## src/rtl/qpsk_tx_framer_if.sv

```systemverilog
// Upstream payload byte stream (valid/ready) feeding the QPSK frame sequencer.
interface qpsk_tx_framer_if;
  logic [7:0] s_data;
  logic       s_valid;
  logic       s_ready;

  modport master (output s_data, output s_valid, input s_ready);
  modport slave  (input s_data, input s_valid, output s_ready);
endinterface

```

## src/rtl/qpsk_tx_framer.sv

```systemverilog
// QPSK frame sequencer: preamble, sync word, length byte, payload, then a silent
// guard interval; one dibit per modulator symbol strobe, MSB-first.
module qpsk_tx_framer #(
  parameter int unsigned PREAMBLE_SYMS = 32,
  parameter logic [15:0] SYNC_WORD     = 16'hD391,
  parameter int unsigned GUARD_SYMS    = 4
) (
  input  logic                    clk,
  input  logic                    reset,
  input  logic                    start,
  input  logic [7:0]              frame_len,
  qpsk_tx_framer_if.slave         s_if,
  input  logic                    mod_req,
  output logic [1:0]              symbol_out,
  output logic                    symbol_en,
  output logic                    busy,
  output logic                    done,
  output logic                    underrun
);

  typedef enum logic [2:0] {IDLE, PRE, SYNC, LEN, PAY, GUARD} state_t;

  state_t      r_state, w_state, w_seg;
  logic [15:0] r_sym_cnt, w_sym_cnt, w_idx, w_seg_len, w_sync_sh;
  logic [7:0]  r_len, w_len, w_len_sh;
  logic [8:0]  r_byte_cnt, w_byte_cnt, r_fetch_cnt, w_fetch_cnt;
  logic [7:0]  r_pf_data, w_pf_data, r_shift, w_shift;
  logic        r_pf_valid, w_pf_valid;
  logic [1:0]  r_sym, w_sym;
  logic        r_en, w_en, r_busy, w_busy, r_done, w_done;
  logic        r_underrun, w_underrun, r_ready, w_ready, w_xfer;

  always_ff @(posedge clk) begin
    if (reset) begin
      r_state     <= IDLE;
      r_sym_cnt   <= '0;
      r_len       <= '0;
      r_byte_cnt  <= '0;
      r_fetch_cnt <= '0;
      r_pf_data   <= '0;
      r_pf_valid  <= 1'b0;
      r_shift     <= '0;
      r_sym       <= '0;
      r_en        <= 1'b0;
      r_busy      <= 1'b0;
      r_done      <= 1'b0;
      r_underrun  <= 1'b0;
      r_ready     <= 1'b0;
    end else begin
      r_state     <= w_state;
      r_sym_cnt   <= w_sym_cnt;
      r_len       <= w_len;
      r_byte_cnt  <= w_byte_cnt;
      r_fetch_cnt <= w_fetch_cnt;
      r_pf_data   <= w_pf_data;
      r_pf_valid  <= w_pf_valid;
      r_shift     <= w_shift;
      r_sym       <= w_sym;
      r_en        <= w_en;
      r_busy      <= w_busy;
      r_done      <= w_done;
      r_underrun  <= w_underrun;
      r_ready     <= w_ready;
    end
  end

  always_comb begin
    w_state     = r_state;
    w_sym_cnt   = r_sym_cnt;
    w_len       = r_len;
    w_byte_cnt  = r_byte_cnt;
    w_fetch_cnt = r_fetch_cnt;
    w_pf_data   = r_pf_data;
    w_pf_valid  = r_pf_valid;
    w_shift     = r_shift;
    w_sym       = r_sym;
    w_en        = r_en;
    w_busy      = r_busy;
    w_done      = 1'b0;
    w_underrun  = 1'b0;
    w_seg       = r_state;
    w_idx       = r_sym_cnt;
    w_seg_len   = '0;
    w_sync_sh   = '0;
    w_len_sh    = '0;
    w_xfer      = s_if.s_valid && r_ready;

    case (r_state)
      IDLE: begin
        w_sym = '0;
        w_en  = 1'b0;
        if (start) begin
          w_len       = frame_len;
          w_busy      = 1'b1;
          w_state     = PRE;
          w_sym_cnt   = '0;
          w_byte_cnt  = '0;
          w_fetch_cnt = '0;
          w_pf_valid  = 1'b0;
        end
      end
      PRE, SYNC, LEN, PAY: begin
        if (mod_req) begin
          // r_sym_cnt counts symbols already sent in the current segment; when it is
          // full, this strobe loads symbol 0 of the following segment.
          case (r_state)
            PRE:     w_seg_len = 16'(PREAMBLE_SYMS);
            SYNC:    w_seg_len = 16'd8;
            default: w_seg_len = 16'd4;
          endcase
          if (r_sym_cnt == w_seg_len) begin
            w_idx = '0;
            case (r_state)
              PRE:     w_seg = SYNC;
              SYNC:    w_seg = LEN;
              LEN:     w_seg = (r_len == 8'd0) ? GUARD : PAY;
              default: w_seg = (r_byte_cnt == {1'b0, r_len}) ? GUARD : PAY;
            endcase
          end
          w_sync_sh = SYNC_WORD << {w_idx[2:0], 1'b0};
          w_len_sh  = r_len << {w_idx[1:0], 1'b0};
          w_sym_cnt = w_idx + 16'd1;
          w_en      = 1'b1;
          case (w_seg)
            PRE:  w_sym = w_idx[0] ? 2'b10 : 2'b00;
            SYNC: w_sym = w_sync_sh[15:14];
            LEN:  w_sym = w_len_sh[7:6];
            PAY: begin
              if (w_idx == 16'd0) begin
                if (r_pf_valid) begin
                  w_sym      = r_pf_data[7:6];
                  w_shift    = {r_pf_data[5:0], 2'b00};
                  w_pf_valid = 1'b0;
                  w_byte_cnt = r_byte_cnt + 9'd1;
                end else begin
                  w_seg      = GUARD;
                  w_underrun = 1'b1;
                end
              end else begin
                w_sym   = r_shift[7:6];
                w_shift = {r_shift[5:0], 2'b00};
              end
            end
            default: ;
          endcase
          if (w_seg == GUARD) begin
            w_sym     = '0;
            w_en      = 1'b0;
            w_sym_cnt = '0;
          end
          w_state = w_seg;
        end
      end
      GUARD: begin
        if (mod_req) begin
          if (r_sym_cnt == 16'(GUARD_SYMS - 1)) begin
            w_done    = 1'b1;
            w_busy    = 1'b0;
            w_state   = IDLE;
            w_sym_cnt = '0;
          end else begin
            w_sym_cnt = r_sym_cnt + 16'd1;
          end
        end
      end
      default: w_state = IDLE;
    endcase

    if (w_xfer) begin
      w_pf_data   = s_if.s_data;
      w_pf_valid  = 1'b1;
      w_fetch_cnt = r_fetch_cnt + 9'd1;
    end
    // Bytes still prefetched when the frame ends are dropped.
    if (w_state == IDLE) w_pf_valid = 1'b0;

    w_ready = w_busy && !w_pf_valid && (w_fetch_cnt < {1'b0, w_len}) &&
              (w_state != GUARD) && (w_state != IDLE);
  end

  assign s_if.s_ready = r_ready;
  assign symbol_out   = r_sym;
  assign symbol_en    = r_en;
  assign busy         = r_busy;
  assign done         = r_done;
  assign underrun     = r_underrun;

endmodule

```

## src/flat_wrapper.sv

```systemverilog
// flat-port wrapper written by rule: the top's interface ports become plain ports
module qpsk_tx_framer_flat 
#(
  parameter int unsigned PREAMBLE_SYMS = 32,
  parameter logic [15:0] SYNC_WORD     = 16'hD391,
  parameter int unsigned GUARD_SYMS    = 4
)
  (clk, reset, start, frame_len, mod_req, symbol_out, symbol_en, busy, done, underrun, s_if_s_data, s_if_s_valid, s_if_s_ready);
  qpsk_tx_framer_if s_if_i ();
  input  logic clk;
  input  logic reset;
  input  logic start;
  input  logic [7:0] frame_len;
  input  logic mod_req;
  output logic [1:0] symbol_out;
  output logic symbol_en;
  output logic busy;
  output logic done;
  output logic underrun;
  input wire logic [$bits(s_if_i.s_data)-1:0] s_if_s_data;
  input wire logic [$bits(s_if_i.s_valid)-1:0] s_if_s_valid;
  output wire logic [$bits(s_if_i.s_ready)-1:0] s_if_s_ready;
  assign s_if_i.s_data = s_if_s_data;
  assign s_if_i.s_valid = s_if_s_valid;
  assign s_if_s_ready = s_if_i.s_ready;
  qpsk_tx_framer #(.PREAMBLE_SYMS(PREAMBLE_SYMS), .SYNC_WORD(SYNC_WORD), .GUARD_SYMS(GUARD_SYMS)) u_core (.clk(clk), .reset(reset), .start(start), .frame_len(frame_len), .s_if(s_if_i), .mod_req(mod_req), .symbol_out(symbol_out), .symbol_en(symbol_en), .busy(busy), .done(done), .underrun(underrun));
endmodule
```

## config.mk

```make
export PLATFORM = sky130hd
export DESIGN_NAME = qpsk_tx_framer_flat
export DESIGN_NICKNAME = d
export VERILOG_FILES = /design/src/rtl/qpsk_tx_framer_if.sv /design/src/rtl/qpsk_tx_framer.sv /design/src/flat_wrapper.sv
export SDC_FILE = /design/constraint.sdc
export NUM_CORES = 1
export LEC_CHECK = 0
export ABC_AREA = 1
export BUFFER_PORTS_ARGS = -buffer_cell sky130_fd_sc_hd__clkbuf_2
export CAP_MARGIN = 20
export CORE_AREA = 10 10 150 117
export DETAILED_ROUTE_END_ITERATION = 8
export DIE_AREA = 0 0 160 127
export GPL_TIMING_DRIVEN = 1
export MAX_ROUTING_LAYER = met4
export SLEW_MARGIN = 20
export SYNTH_ARGS = -nofsm -noshare
export SYNTH_HDL_FRONTEND = slang
export SYNTH_SLANG_ARGS = --single-unit
```

## constraint.sdc

```tcl
create_clock -name clk -period 3.4 [get_ports clk]
set_input_delay 0.34 -clock clk [delete_from_list [all_inputs] [get_ports clk]]
set_output_delay 0.34 -clock clk [all_outputs]
set_load 0.02 [all_outputs]
```

# Word-level counts from Yosys, hierarchy flattened
# Cells that the tools add are included.
# totals
register_bits	69
latch_bits	0
mem_bits_rw	0
mem_bits_ro	0
inputBits	21
out_inout_bits	7
n_memories	0
# op_classes
addsub	4
multipliers	0
div	0
order_cmp	1
eq_ne	23
shifts	2
mux	64
bitwise_logic	5
reduce_logical	21
# ops
cell	count
two-way mux 16 bit	10
two-way mux 9 bit	8
one-hot mux 16 bit (3 select lines)	1
two-way mux 3 bit	12
adder 16 x 1 -> 16 bit, second input constant	2
two-way mux 8 bit	4
adder 9 x 1 -> 9 bit, second input constant	2
one-hot mux 3 bit (3 select lines)	2
one-hot mux 9 bit (2 select lines)	1
== test 16 bit	1
== test 16 x 2 -> 1 bit, second input constant	1
logical NOT 16 bit	1
left shift 16 x 4 -> 16 bit, first input constant	1
two-way mux 1 bit	15
== test 3 x 2 -> 1 bit, second input constant	4
== test 3 bit, second input constant	4
one-hot mux 6 bit (2 select lines)	1
AND reduction 4 bit	3
two-way mux 2 bit	5
== test 9 x 8 -> 1 bit	1
less-than comparator 9 x 8 -> 1 bit	1
logical NOT 8 bit	1
!= test 2 bit, second input constant	4
one-hot mux 2 bit (4 select lines)	1
19 further kinds	34

# Depth between registers and ports, before layout
# Gate-level depths: netlist of run 1.
# logic_depth
ltp_word	22
mapped_depth	20
ltp_nobuf	19

# Least setup slack after synthesis of run 1
# Ideal clock, no wire load.
# synth_timing
kind	reg2reg
startpoint	register u_core.r_state[1]
endpoint	register u_core.r_ready (netlist: u_core.s_if.s_ready)
setup_ps	64
t_arrival_ps	2294
required_ps	3336
setup_slack_ps	1043
path_stages_with_launch	20
period_less_slack_ps	2357
cell_sequence	dfxtp_1 buf_4 inv_1 nand2_1 nor2_1 nand2_1 nor2_1 inv_1 nand2_1 nand2_1 ha_1 a21oi_1 o21ai_0 o21bai_1 nand2_1 nand2_1 nand2_1 nor2_1 nand3_1 nor2_1
# synth_rtl
element	line	rtl
start, declared	qpsk_tx_framer.sv:23	state_t r_state, w_state, w_seg;
start signal, assigned	qpsk_tx_framer.sv:50	r_state <= w_state;
logical NOT 3 bit	qpsk_tx_framer.sv:88	case (r_state)
two-way mux 9 bit	qpsk_tx_framer.sv:88	
two-way mux 9 bit	qpsk_tx_framer.sv:169	if (w_xfer) begin
net u_core.w_fetch_cnt[4]	qpsk_tx_framer.sv:26	logic [8:0] r_byte_cnt, w_byte_cnt, r_fetch_cnt, w_fetch_cnt;
less-than comparator 9 x 8 -> 1 bit	qpsk_tx_framer.sv:177	w_ready = w_busy && !w_pf_valid && (w_fetch_cnt < {1'b0, w_len}) &&
logical AND 1 bit (2 in series)	qpsk_tx_framer.sv:177	
logical AND 1 bit	qpsk_tx_framer.sv:178	(w_state != GUARD) && (w_state != IDLE);
end signal, assigned	qpsk_tx_framer.sv:63	r_ready <= w_ready;
end, declared	qpsk_tx_framer.sv:31	logic r_underrun, w_underrun, r_ready, w_ready, w_xfer;
# The timed path passes the listed nets, and every way through them passes these cells. The select of a mux whose other input is x is not followed.
# A chain may end at the register's enable or synchronous reset.

# Final worst setup path of run 1
# layout_timing
startpoint	register u_core.r_state[1]
endpoint	register u_core.r_sym_cnt[0]
# layout_between
elab_chain_cells	17
# layout_rtl
element	line	rtl
== test 3 x 2 -> 1 bit or == test 3 x 1 -> 1 bit (tied branches)	qpsk_tx_framer.sv:88, qpsk_tx_framer.sv:106, qpsk_tx_framer.sv:113	
one-hot mux 6 bit (2 select lines)	qpsk_tx_framer.sv:106	case (r_state)
two-way mux 16 bit	qpsk_tx_framer.sv:103	if (mod_req) begin
two-way mux 16 bit	qpsk_tx_framer.sv:88	
== test 16 bit	qpsk_tx_framer.sv:111	if (r_sym_cnt == w_seg_len) begin
two-way mux 16 bit or two-way mux 3 bit (tied branches)	qpsk_tx_framer.sv:111	
two-way mux 16 bit or two-way mux 3 bit (tied branches)	qpsk_tx_framer.sv:103	
two-way mux 16 bit or two-way mux 3 bit (tied branches)	qpsk_tx_framer.sv:88	
logical NOT 16 bit or two-way mux 3 bit (tied branches)	qpsk_tx_framer.sv:129, qpsk_tx_framer.sv:130	
two-way mux 3 bit	qpsk_tx_framer.sv:129	if (w_idx == 16'd0) begin
two-way mux 3 bit	qpsk_tx_framer.sv:124	case (w_seg)
two-way mux 3 bit	qpsk_tx_framer.sv:103	
two-way mux 3 bit	qpsk_tx_framer.sv:88	
== test 3 bit	qpsk_tx_framer.sv:146	if (w_seg == GUARD) begin
two-way mux 16 bit	qpsk_tx_framer.sv:146	
two-way mux 16 bit	qpsk_tx_framer.sv:103	
one-hot mux 16 bit (3 select lines)	qpsk_tx_framer.sv:88	
end signal, assigned	qpsk_tx_framer.sv:51	r_sym_cnt <= w_sym_cnt;
end, declared	qpsk_tx_framer.sv:24	logic [15:0] r_sym_cnt, w_sym_cnt, w_idx, w_seg_len, w_sync_sh;
# Several ways; a longest one is shown, not always the timed one. The select of a mux whose other input is x is not followed.

==> results.cfg, run 1 <==
[clock_tree]
clk_latency_ns = 0.34
cts_buffers = 9
clkSinkCount = 67
h-tree-depth = 3
cts_hold_buffers = 0
postCtsSetupBuffers = 0
post_cts_resize_count = 0
cts-root-buf = clkbuf_16
cts_tree = yes
clock_path_buffers = 2
clk_pin_slew_ns = 0.05

[status]
status = finished, final reports clean

[power]
internal_power_mw = 1.42
p_clk_share_pct = 40.5
power_frac_seq_pct = 40.7
power.leakage_nw = 2.14
swShare_pct = 30.9
ir_drop_mv = 0.238
combinationalPowerShare_pct = 18.8
powerDensity_nw_per_um2 = 419
switchingPower_mw = 0.635
power_mw = 2.06

[timing]
max_clock_freq_ghz = 0.340
worst_pin_slew_ns = 0.905
fin_tns_setup_ns = 0
hold_viol = 0
fin_crit_ns = 2.94
drv_slew = 0
rsz0062_at_grt = false
skew_ns = 0.00741
fin_crit_sh_pct = 86.5
setup_viol = 0
relSlewSlack_pct = 39.3

[yosys]
synth.most_common_cell = nand2_1
synth_edf_count = 0
synth_cell_type_count = 42
syn_inst = 687
synth_area_per_cell_sq_um = 6.27
synthFlopType = dfxtp_1
synth_top_area_share_pct = 31.1
ys_ff_latch = 67
ys_warn_count = 0
synth_nets = 721
synth_area_sq_um = 4310
async_reset_ff_share_pct = 0
synthTopCellsByArea = dfxtp_1 31%, nand2_1 16%, nor2_1 8.0%
synthTopCellsByCount = 178 x nand2_1, 92 x nor2_1, 78 x inv_1
ys_seq_area_share_pct = 31.1
yosysTopAreaCell = dfxtp_1

[route]
wire_per_inst_um = 12.1
drc = 0
routed_via_density = 4.56
routed_wl_mm = 11.2
drt_iter0_drc = 352
postRouteAntennaNets = 0
firstDrtPassIters = 7
vias = 4201

[finish]
antennaDiodeCount = 0
fillers = 1661
multi_input_area_sq_um = 2540
syn_to_final_growth_pct = 14.0
layout.nets = 746
seq_area_sq_um = 1340
fin_util_pct = 33.1
drive_gt1_share_pct = 10.3

[placed_design]
numPortBuffers = 27
routabilityCongestion = 0.897
hpwl_mm = 8.42

[die]
die_y_um = 127
die_w_um = 160
start_util_pct = 29.0
core_area_sq_um = 14800
fp-row-count = 39
io_pins = 28
die_area_sq_um = 20300

[critical_path]
crit_start = u_core.r_state[1]
path_buf_inv = 1
cp_max_fo = 11
critPathKind = reg -> reg
critPathMostFrequentCell = nand2_1
crit_slowest_cell = o21ai_1
end_kind = flop
critical-path-top-delay-family = simple AND/OR/NAND/NOR gates
cp_slowest_stage_delay_ns = 0.71
start_kind = flop
worst-endpoint-arrival_ns = 3.20
path_cells = inv_1, nand2_1, nand3_2, nand2_1, nand2_1, nand3_2, nand2_2, nand2_2, nor2_1, o21ai_1, nand2_1, o21ai_0, nand2_1, a21oi_1
reg2reg_from = u_core.r_state[1]
crit_required_ns = 3.66

[global_route]
antenna_found_initial = 0
grt_pass1_wl_mm = 18.9
grt_pass1_vias = 3757
grt_max_degree = 50
grt-ovfl-total = 0
track_usage_pct = 11.4

[worst_hold_path]
min_from = s_if_s_data[4]
hp-class = in -> reg

[job]
maxCapViolCount = 0
-- placed cells by master, fill, tap and decap left out, types with 2 or more instances in the layout --
cell type   count
a21oi_1        47
clkbuf_1        2
ha_1           13
nor4_1          3
nand3b_1        2
clkbuf_16       9
o21ai_0        41
nand3_1        59
nand4_1        15
nor2_1         92
nor3_1         12
dfxtp_1        67
clkbuf_2       27
inv_2           2
nand3_2         4
mux2i_1         2
clkinvlp_4      2
nand2_1       178
nand2_2         6
buf_4           8
xor2_1         11
o211ai_1        4
inv_1          78
nor2_2          5
nor3b_1         2
xnor2_1         6
clkinv_2        4
or2_2           2
-- kinds of logic (layout without fill, tap and decap cells) --
logic type,count (synthesis),in the layout,synth area share [%]
simple gates,384,384,38.7
buf+inv,103,133,9.79
compound gates,101,101,12.7
flops,67,67,31.1
xor+xnor,17,17,3.46
fa+ha+maj,13,13,3.78
mux,2,2,0.465
-- registers in the layout (all words and copies together), names as in the netlist, 2 cells and up --
register,count
u_core.r_sym_cnt,16
u_core.symbol_out,2
u_core.r_fetch_cnt,9
u_core.r_pf_data,8
u_core.r_state,3
u_core.r_shift,6
u_core.r_byte_cnt,9
u_core.r_len,8
-- layer usage --
metal	GRT usage, %	part of all wire (%)
met1	16.5	54
met2	15.4	40
met3	2.66	5.3
met4	2.91	0.59
met5	-	0
-- stage by stage --
| step | setup slack, ns | area [sq um] | hold WS [ns] | instances |
|---|---|---|---|---|
| global route | 0.0322 | 4910 | 0.276 | 922 |
| global placement | 0.557 | 4650 | 0.438 | 906 |
| detailed placement | 0.485 | 4650 | 0.438 | 906 |
| CTS | 0.476 | 4910 | 0.251 | 922 |
| floorplan | 1.04 | 4310 | 0.423 | 687 |
| finish | 0.458 | 4910 | 0.259 | 922 |
-- power groups by stage --
stage	clock network [mW]	registers, mW	logic, mW
after global routing	0.900	0.839	0.443
after detailed placement	0	0.853	0.385
final	0.833	0.836	0.386
after global placement	0	0.852	0.387
after floorplan	0	0.857	0.273
after CTS	0.863	0.836	0.387
-- cell type report --
| class | instances | area share (%) |
|---|---|---|
| Tap cell | 205 | 5.22 |
| Clock buffer | 11 | 4.74 |
| Multi-Input combinational cell | 517 | 51.8 |
| Timing Repair Buffer | 35 | 3.98 |
| Clock inverter | 5 | 0.612 |
| Inverter | 82 | 6.29 |
| Sequential cell | 67 | 27.3 |
-- worst reg2reg max path, cell delays in order (launching register included) --
cell     delay [ns]
dfxtp_1        0.50
inv_1          0.10
nand2_1        0.14
nand3_2        0.10
nand2_1        0.07
nand2_1        0.07
nand3_2        0.22
nand2_2        0.09
nand2_2        0.16
nor2_1         0.09
o21ai_1        0.71
nand2_1        0.28
o21ai_0        0.15
nand2_1        0.07
a21oi_1        0.12
-- final timing paths --
| path | depth (start not counted) | slack (ns) | endpoint |
|---|---|---|---|
| max | 14 | 0.46 | u_core.r_sym_cnt[0] |
| min | 3 | 0.26 | u_core.r_pf_data[4] |
| max reg2reg | 14 | 0.46 | u_core.r_sym_cnt[0] |
| min reg2reg | 2 | 0.45 | u_core.r_shift[5] |
Note: power is estimated with default switching activity, not from simulation.
==> inputs of run 2 (changes only) <==
CELL_PAD_IN_SITES_DETAIL_PLACEMENT = 0   (was default)
CELL_PAD_IN_SITES_GLOBAL_PLACEMENT = 2   (was default)
PLACE_DENSITY_LB_ADDON = 0.1   (was default)
==> run 2 against run 1 <==
Net effect: total power up 11%; first-iteration DRC count down 32%; sequential cell count unchanged; critical path type unchanged; setup slack better by 0.18 ns; wire length up 18%; die area unchanged; cell count up 0.33%; cell area up 1.9%; via count up 1.1%; register-to-register slack better by 0.18 ns; critical endpoint is now u_core.s_if.s_ready; clock-buffer cell count up 1; sequential share of layout area down 0.51 points.
==> results.cfg, run 2 (synthesis gave the netlist of run 1 again) <==
[status]
status = finished, final reports clean

[critical_path]
worst-endpoint-arrival_ns = 3.03
critPathKind = reg -> reg
cp_max_fo = 6
end_kind = flop
start_kind = flop
crit_required_ns = 3.68

[timing]
rsz0062_at_grt = false
hold_viol = 0
max_clock_freq_ghz = 0.363
setup_viol = 0
worst_pin_slew_ns = 0.614
fin_tns_setup_ns = 0
timing.final.ws_setup_ns = 0.642
fin_crit_ns = 2.76
drv_slew = 0
relSlewSlack_pct = 59.1
fin_crit_sh_pct = 81.1
skew_ns = 0.00803

[global_route]
grt_max_degree = 50
track_usage_pct = 13.5
grt_pass1_wl_mm = 21.7
antenna_found_initial = 0
grt-ovfl-total = 0
grt_pass1_vias = 4100

[clock_tree]
clk_latency_ns = 0.34
cts_buffers = 9
clock_path_buffers = 2
cts-root-buf = clkbuf_16
cts_tree = yes
clk_pin_slew_ns = 0.06
clkSinkCount = 67
h-tree-depth = 3

[route]
wire_per_inst_um = 14.2
firstDrtPassIters = 4
drc = 0
routed_wl_mm = 13.1
routed_via_density = 4.59
wl_met2_mm = 5.37
drt-met1-wl_mm = 7.14
route.met3.wl_um = 495
routed.top_layer = met4
drt_iter0_drc = 239
postRouteAntennaNets = 0
vias = 4247

[die]
fp-row-count = 39
die_y_um = 127
die_w_um = 160
io_pins = 28
core_area_sq_um = 14800
die_area_sq_um = 20300
start_util_pct = 29.0

[finish]
final_cell_mix = 178 x nand2_1, 92 x nor2_1, 78 x inv_1
final_common_cell = nand2_1
fillers = 1685
final_cells = 925
layout.nets = 749
drive_gt1_share_pct = 11.0
top_regs = u_core.r_sym_cnt x16, u_core.r_byte_cnt x9, u_core.r_fetch_cnt x9
antennaDiodeCount = 0
syn_to_final_growth_pct = 16.1
max_flop_register = u_core.r_sym_cnt
largest_reg_flops = 16

[placed_design]
numPortBuffers = 27
dpl_worst_slack_ns = 0.290
dp.cells = 909
hpwl_mm = 9.96
routabilityCongestion = 0.835

[worst_hold_path]
hp-class = in -> reg

[power]
p_clk_share_pct = 45.6
powerDensity_nw_per_um2 = 458
switchingPower_mw = 0.674
combinationalPowerShare_pct = 17.9
swShare_pct = 29.4
power_frac_seq_pct = 36.5
power.leakage_nw = 2.19
internal_power_mw = 1.62
ir_drop_mv = 0.243

[job]
maxCapViolCount = 0
## run 2: cell types whose count changed in the layout (fill, tap and decap cells not counted), sizes merged
cell | previous run | this run
buf | 8 | 11
bufinv | 0 | 2
clkbuf | 38 | 39
clkinv | 5 | 3
clkinvlp | 2 | 1
## run 2: per-stage QoR
step                utilization (%)  hold WS [ns]  area (sq um)  power [mW]
floorplan                         -         0.423          4310        1.13
global placement               31.5         0.434          4670        1.27
detailed placement             31.5         0.443          4670        1.26
CTS                            33.7         0.243          5000        2.33
global route                   33.7         0.265          5000        2.42
finish                         33.7         0.252          5000        2.29
## run 2: worst paths after layout
check | start | to | slack [ns] | cells past startpoint
max | u_core.r_state[0] | u_core.s_if.s_ready | 0.64 | 18
min | s_if_s_data[1] | u_core.r_pf_data[1] | 0.25 | 3
max reg2reg | u_core.r_state[0] | u_core.s_if.s_ready | 0.64 | 18
min reg2reg | u_core.r_shift[4] | u_core.r_shift[4] | 0.45 | 2
## run 2: final cells by class
cell class | count | area, sq um | area share (%)
clock buffer | 12 | 256 | 5.13
clock inverter | 4 | 72.6 | 1.45
inverter | 82 | 309 | 6.18
multi-input combinational | 517 | 2550 | 51.0
sequential | 67 | 1340 | 26.8
tap | 205 | 256 | 5.13
timing repair buffer | 38 | 218 | 4.35
## run 2: per-layer routing
layer,vias to the layer above,track usage (%)
met4,0,3.23
met2,69,19.4
met3,10,2.98
li1,2279,-
met5,-,-
met1,1889,18.7
## run 2: power by group through the flow
stage | Sequential, mW | Clock [mW] | Combinational (mW)
floorplan | 0.857 | 0 | 0.273
global placement | 0.853 | 0 | 0.413
detailed placement | 0.853 | 0 | 0.410
CTS | 0.836 | 1.08 | 0.413
global route | 0.839 | 1.11 | 0.465
finish | 0.836 | 1.05 | 0.410
## run 2: timing repair
action / 4_1_cts / 5_1_grt
hold buffers: 0 / 0
resized for setup: 0 / 1
setup endpoints to repair: 0 / 2
endpoints found under the hold margin: 0 / 0
setup buffers: 0 / 0
## run 2: critical path, stage by stage (launching register included)
cell and delay, ns:
dfxtp_1 0.33, inv_1 0.16, nand2_1 0.14, nor2_1 0.17, nand2_1 0.10, nor2_1 0.25
inv_1 0.19, nand2_1 0.12, nand2_1 0.07, ha_1 0.31, a21oi_1 0.15, o21ai_0 0.10
o21bai_1 0.14, nand2_1 0.06, nand2_1 0.06, nand2_1 0.07, nor2_1 0.11, nand3_1 0.07
nor2_1 0.10
